$ cat src/rtl/usb_autodetect.sv
// usb_autodetect: passive USB bus-speed classifier in the ULPI (fe_clk) domain.
//
// After each restart the PHY is forced to the default FS/LS receive setup, the
// line is left to settle for I_wait1 cycles, and the idle linestate classifies
// the device as LS (K) or FS (J).  An FS device is then watched for the chirp-K
// / host K-J handshake that promotes it to HS, bounded by the I_wait2 timeout.
//
// Ports:
//   fe_clk, reset_i      clock, synchronous active-high reset
//   I_restart            single-cycle pulse, starts/restarts detection
//   I_wait1, I_wait2     settle time / HS-handshake timeout, in cycles
//   I_xcvrsel_default,
//   I_termsel_default    PHY setup applied during detection
//   I_linestate          ULPI linestate (00 SE0, 01 J, 10 K, 11 SE1)
//   O_usb_speed          detected speed (`USB_SPEED_HS/FS/LS)
//   O_xcvrsel, O_termsel PHY transceiver / termination select
//   O_busy, O_done       detection running / result final

`ifndef USB_SPEED_HS
`define USB_SPEED_HS 2'd0
`endif
`ifndef USB_SPEED_FS
`define USB_SPEED_FS 2'd1
`endif
`ifndef USB_SPEED_LS
`define USB_SPEED_LS 2'd2
`endif

module usb_autodetect #(
  parameter int pUSB_AUTO_COUNTER_WIDTH = 24,
  parameter int pCHIRP_MIN              = 150,
  parameter int pHS_PAIRS               = 3,
  parameter int pRUN_WIDTH              = 16
) (
  input  logic                               fe_clk,
  input  logic                               reset_i,
  input  logic                               I_restart,
  input  logic [pUSB_AUTO_COUNTER_WIDTH-1:0] I_wait1,
  input  logic [pUSB_AUTO_COUNTER_WIDTH-1:0] I_wait2,
  input  logic [1:0]                         I_xcvrsel_default,
  input  logic                               I_termsel_default,
  input  logic [1:0]                         I_linestate,
  output logic [1:0]                         O_usb_speed,
  output logic [1:0]                         O_xcvrsel,
  output logic                               O_termsel,
  output logic                               O_busy,
  output logic                               O_done
);

  localparam int TW     = pUSB_AUTO_COUNTER_WIDTH;
  localparam int PAIR_W = (pHS_PAIRS < 2) ? 1 : $clog2(pHS_PAIRS + 1);

  localparam logic [TW-1:0]         T_ONE      = TW'(1);
  localparam logic [pRUN_WIDTH-1:0] RUN_ONE    = pRUN_WIDTH'(1);
  localparam logic [pRUN_WIDTH-1:0] CHIRP_MIN  = pRUN_WIDTH'(pCHIRP_MIN);
  localparam logic [PAIR_W-1:0]     PAIR_ONE   = PAIR_W'(1);
  localparam logic [PAIR_W-1:0]     PAIR_LAST  = PAIR_W'(pHS_PAIRS - 1);

  localparam logic [1:0] LS_SE0 = 2'b00;
  localparam logic [1:0] LS_J   = 2'b01;
  localparam logic [1:0] LS_K   = 2'b10;
  localparam logic [1:0] LS_SE1 = 2'b11;

  typedef enum logic [2:0] {
    S_IDLE,
    S_SETTLE,
    S_CLASSIFY,
    S_HS_WAIT,
    S_HOST_CHIRP,
    S_DONE
  } state_t;

  state_t                  state;
  logic [TW-1:0]           timer;
  logic [pRUN_WIDTH-1:0]   run_cnt;
  logic [pRUN_WIDTH-1:0]   run_next;
  logic [1:0]              prev_ls;
  logic [PAIR_W-1:0]       pair_cnt;
  logic                    k_seen;
  logic                    wait1_hit;
  logic                    wait2_hit;
  logic                    run_qual;
  logic                    line_se;

  // run_next is the length of the current linestate run including this cycle,
  // so a segment qualifies exactly once, on the cycle it reaches pCHIRP_MIN.
  always_comb begin
    run_next = RUN_ONE;
    if (I_linestate == prev_ls) begin
      run_next = (run_cnt == '1) ? run_cnt : run_cnt + RUN_ONE;
    end
  end

  assign run_qual  = (run_next == CHIRP_MIN);
  assign line_se   = (I_linestate == LS_SE0) || (I_linestate == LS_SE1);
  assign wait1_hit = (I_wait1 == '0) || (timer == I_wait1 - T_ONE);
  assign wait2_hit = (timer == I_wait2 - T_ONE);

  always_ff @(posedge fe_clk) begin
    if (reset_i) begin
      state       <= S_IDLE;
      timer       <= '0;
      run_cnt     <= '0;
      prev_ls     <= LS_SE0;
      pair_cnt    <= '0;
      k_seen      <= 1'b0;
      O_usb_speed <= `USB_SPEED_FS;
      O_xcvrsel   <= 2'b01;
      O_termsel   <= 1'b1;
      O_busy      <= 1'b0;
      O_done      <= 1'b0;
    end else begin
      prev_ls <= I_linestate;
      run_cnt <= run_next;
      if (I_restart) begin
        state     <= S_SETTLE;
        timer     <= '0;
        pair_cnt  <= '0;
        k_seen    <= 1'b0;
        O_xcvrsel <= I_xcvrsel_default;
        O_termsel <= I_termsel_default;
        O_busy    <= 1'b1;
        O_done    <= 1'b0;
      end else begin
        case (state)
          S_IDLE: ;
          S_SETTLE: begin
            timer <= timer + T_ONE;
            if (wait1_hit) state <= S_CLASSIFY;
          end
          S_CLASSIFY: begin
            timer <= '0;
            case (I_linestate)
              LS_J: begin
                O_usb_speed <= `USB_SPEED_FS;
                state       <= S_HS_WAIT;
              end
              LS_K: begin
                O_usb_speed <= `USB_SPEED_LS;
                O_xcvrsel   <= 2'b10;
                O_busy      <= 1'b0;
                O_done      <= 1'b1;
                state       <= S_DONE;
              end
              default: state <= S_SETTLE;
            endcase
          end
          S_HS_WAIT: begin
            timer <= timer + T_ONE;
            if (wait2_hit) begin
              O_busy <= 1'b0;
              O_done <= 1'b1;
              state  <= S_DONE;
            end else if (I_linestate == LS_K && run_next >= CHIRP_MIN) begin
              // The device chirp K is itself a qualified K, so the first host
              // J can pair with it when the two K runs are contiguous.
              pair_cnt <= '0;
              k_seen   <= 1'b1;
              state    <= S_HOST_CHIRP;
            end
          end
          S_HOST_CHIRP: begin
            timer <= timer + T_ONE;
            if (I_linestate == LS_J && run_qual && k_seen && pair_cnt == PAIR_LAST) begin
              O_usb_speed <= `USB_SPEED_HS;
              O_xcvrsel   <= 2'b00;
              O_termsel   <= 1'b0;
              O_busy      <= 1'b0;
              O_done      <= 1'b1;
              state       <= S_DONE;
            end else if (wait2_hit) begin
              O_busy <= 1'b0;
              O_done <= 1'b1;
              state  <= S_DONE;
            end else if (line_se && run_qual) begin
              pair_cnt <= '0;
              k_seen   <= 1'b0;
              state    <= S_HS_WAIT;
            end else if (I_linestate == LS_K && run_qual) begin
              k_seen <= 1'b1;
            end else if (I_linestate == LS_J && run_qual && k_seen) begin
              pair_cnt <= pair_cnt + PAIR_ONE;
              k_seen   <= 1'b0;
            end
          end
          S_DONE: ;
          default: state <= S_IDLE;
        endcase
      end
    end
  end

endmodule

$ cat config.mk
export PLATFORM = sky130hd
export DESIGN_NAME = usb_autodetect
export DESIGN_NICKNAME = d
export VERILOG_FILES = /design/src/rtl/usb_autodetect.sv
export SDC_FILE = /design/constraint.sdc
export NUM_CORES = 1
export LEC_CHECK = 0
export ABC_AREA = 0
export ABC_CLOCK_PERIOD_IN_PS = 10300
export CAP_MARGIN = 25
export CORE_MARGIN = 2
export CORE_UTILIZATION = 61
export CTS_BUF_LIST = sky130_fd_sc_hd__clkbuf_16
export CTS_CLUSTER_SIZE = 20
export DETAILED_ROUTE_END_ITERATION = 7
export GPL_ROUTABILITY_DRIVEN = 1
export GPL_TIMING_DRIVEN = 0
export HOLD_SLACK_MARGIN = 0.08
export PLACE_DENSITY = 0.87
export SYNTH_ARGS = -nofsm -noshare
export SYNTH_HDL_FRONTEND = slang
export SYNTH_SLANG_ARGS = --single-unit
$ cat constraint.sdc
create_clock -name fe_clk -period 10.3 [get_ports fe_clk]
set_clock_uncertainty 0.05 [all_clocks]
set_input_delay 2.575 -clock fe_clk [delete_from_list [all_inputs] [get_ports fe_clk]]
set_output_delay 2.575 -clock fe_clk [all_outputs]
set_load 0.05 [all_outputs]
==> flow_summary_export.csv <==
group,metric,value,unit
grt,grt_first_pass_wirelength,23690,µm
hold_path,min_from,"O_termsel",
clock_network,postCtsHoldBufs,0,
pwr,power_frac_clock,0.359,
critical_path,ff2ff_setup_slack,6.34,ns
routing,ant_nets,0,
synth,synth_cell_types,73,
clock_network,tritoncts,"yes",
sta,worstMarginPinSlew,0.7422,ns
critical_path,critical_path_arrival,6.34,ns
floorplanning,fp.dieW,94.55,µm
finish,n_antenna_cell,0,
critical_path,rr_endpoint,"O_usb_speed[0]",
floorplanning,die_h,94.55,µm
pwr,leakagePower,1.873,nW
critical_path,r2r_cells,10,
pwr,powerDensity,83.92,mW/mm²
routing,met3_length,902,µm
synth,seq_area_frac_synth,0.2202,
sta,report.final.slew_viol_count,0,
routing,drt-met1-wl,5767,µm
finish,multiInputGateArea,0.003655,mm²
synth,synth_nets,739,
sta,relSlewSlack,0.5007,
placed_design,dpl.hpwl,11050,µm
hold_path,min_path_cells,2,
critical_path,cp_cell_sequence,"clkdlybuf4s50_1 -> nor4_2 -> nand4_1 -> or4_1 -> nand4_1 -> o22ai_2 -> nor4_4 -> nand2_1 -> nand3_1 -> mux2i_1",
critical_path,r2r_start,"run_cnt[0]",
synth,synth_edf_count,0,
clock_network,post-cts-setup-buffers,0,
critical_path,startpoint_type,"input pin",
sta,grt_setup_unrepaired,"no",
finish,syn_to_final_growth,17.09,%
finish,regArea,0.001101,mm²
critical_path,critPathCaptureType,"flop",
sta,fmax,162.3,MHz
routing,dr.pass1.iters,6,
synth,synthFlopType,"dfxtp_1",
routing,vias,5505,
critical_path,required,10.48,ns
pwr,switching_share,0.2872,
routing,wl_met2,7177,µm
clock_network,root_buffer,"clkbuf_16",
synth,syn-mean-instance-area,7.431,µm²
finish,nets,804,
sta,setup_viol,0,
sta,finalCriticalPeriod,6.160,ns
flow_run,maxCapViolations,0,
pwr,peakVddDrop,0.05887,mV
critical_path,path_class,"in2reg",
critical_path,critPathSlowestCell,"or4_1",
routing,vias_per_cell,6.523,
synth,synth_cells,673,
hold_path,hold_end,"O_termsel",
sta,hold_viol_final,0,
synth,yosys_warnings,0,
placed_design,finalWeightedCongestion,0.9611,
floorplanning,rows,33,
hold_path,hold_class,"reg2reg",
grt,grt_usage,0.3250,
pwr,p_int,0.3502,mW
clock_network,clk_pin_slew,0.07,ns
critical_path,cp_common_cell,"nand4_1",
run_status,status,"finished, final reports clean",
grt,grt_pass1_vias,5246,
grt,grt_overflow,0,
finish,fin_util,0.7236,
routing,wirelength,14310,µm
sta,fin_setup_tns,0,ns
clock_network,worstSkewPairLatency,0.30,ns
routing,routed.top_layer,"met4",
finish,drive_above_1_share,0.05683,
floorplanning,core,0.008093,mm²
clock_network,ctsHtreeMaxLevel,2,
synth,synth_seq_cells,55,
routing,drt-initial-drc-count,395,
floorplanning,design.die.area,0.008939,mm²
floorplanning,initial_core_util,0.6180,
clock_network,cts_buffer_depth,2,
grt,grt_max_degree,19,
synth,async_flop_share,0,
floorplanning,pin_count,63,
clock_network,cts_resized,0,
grt,antenna_found_initial,0,
pwr,switchingPower,0.1411,mW
placed_design,port_buffers,57,
routing,wire_per_inst,16.96,µm
clock_network,numCtsBuffers,5,
critical_path,worst-path-max-fanout,9,
pwr,pwr-share-comb,0.200,
clock_network,numClockSinks,55,
critical_path,cpPeakStageDelay,0.65,ns
pwr,share_seq_of_total_power,0.442,
finish,nFillCells,697,
synth,synth_area,0.005001,mm²
routing,drc_errors,0,
sta,period_share,0.5981,
[Yosys cell counts, types with 14 or more instances]
library cell   n  area share
a21oi_1       25       0.025
and3_1        19       0.024
clkbuf_1      34       0.026
dfxtp_1       55        0.22
inv_1         20       0.015
nand2_1       42       0.032
nand3_1       30       0.030
nand4_1       22       0.028
nor2_1        74       0.056
nor3_1        33       0.033
nor4_1        16       0.020
o21ai_0       28       0.028
or3_1         14       0.018
xnor2_1       49       0.086
xor2_1        23       0.040
[kinds of logic after synthesis]
logic type / synth area share
mux: 0.02527
xor+xnor: 0.1261
flops: 0.2202
simple gates: 0.3568
compound gates: 0.1976
buf+inv: 0.04903
fa+ha+maj: 0.02502
[cell type report]
type	count	share of cell area
clock inverter	3	0.003846
inverter	20	0.01282
tap	105	0.02244
timing repair buffer	58	0.09829
sequential	55	0.1880
buffer	40	0.02906
clock buffer	5	0.02137
multi-input combinational	558	0.6241
[sequential cells by signal, indices dropped and copies added, names as in the netlist]
signal / flops
timer: 24
O_busy: 1
state: 3
k_seen: 1
run_cnt: 16
O_usb_speed: 2
O_termsel: 1
pair_cnt: 2
O_xcvrsel: 2
O_done: 1
prev_ls: 2
[layer usage]
| layer | vias to the layer above | GRT usage |
|---|---|---|
| li1 | 2635 | - |
| met1 | 2570 | 0.3812 |
| met2 | 240 | 0.5863 |
| met3 | 60 | 0.05028 |
| met4 | 0 | 0.1377 |
| met5 | - | 0 |
[per-stage QoR]
stage / setup slack, ns / cell area [µm²] / total power, mW / cells / hold WS (ns)
after floorplan: 4.960 / 5001 / 0.2751 / 673 / 0.3880
after global placement: 4.026 / 5703 / 0.3144 / 835 / 0.3991
after detailed placement: 3.958 / 5708 / 0.3182 / 836 / 0.4107
after CTS: 4.262 / 5856 / 0.4903 / 844 / 0.4243
after global routing: 3.876 / 5856 / 0.5121 / 844 / 0.4400
final: 4.140 / 5856 / 0.4914 / 844 / 0.4221
[cells in the final DEF, fill, tap and decap left out, types with 7 or more instances in the layout]
cell and count:
nand2b_1 11, or4_1 11, o31ai_1 7, mux2i_1 7, o21ai_0 28, o211ai_1 11
nand4_1 22, nor2b_1 9, or3_1 14, nor3_1 33, nor4_1 16, nand3_1 30
clkdlybuf4s50_1 57, and3_1 19, ha_1 10, inv_1 20, xnor2_1 49, nand2_1 42
clkbuf_1 34, dfxtp_1 55, nor2_1 74, a31oi_1 11, a21oi_1 25, nand3b_1 7
xor2_1 23
[worst max-delay path by stage]
stage,from,endpoint,slack (ns),depth (start not counted)
finish,I_wait2[10],pair_cnt[0],4.14,10
global route,I_wait2[10],pair_cnt[0],3.88,10
CTS,I_wait2[10],pair_cnt[0],4.26,10
detailed placement,I_wait2[10],pair_cnt[0],3.96,10
global placement,I_wait2[0],pair_cnt[0],4.03,12
floorplan,I_wait2[4],pair_cnt[0],4.96,11
[worst max-delay path: cells and delay by family]
| family | cells | cell delay (ns) |
|---|---|---|
| buffers and inverters | 1 | 0.58 |
| AO/OA/AOI/OAI | 1 | 0.12 |
| AND/OR/NAND/NOR | 7 | 2.83 |
| multiplexers | 1 | 0.22 |
[power groups by stage]
stage          Sequential [mW]  Combinational [mW]  Clock (mW)
2_1_floorplan            0.226              0.0495           0
3_3_place_gp             0.222              0.0924           0
3_5_place_dp             0.222              0.0961           0
4_1_cts                  0.217              0.0969       0.176
5_1_grt                  0.217               0.107       0.188
6_report                 0.217              0.0980       0.176
Note: power is estimated with default switching activity, not from simulation.
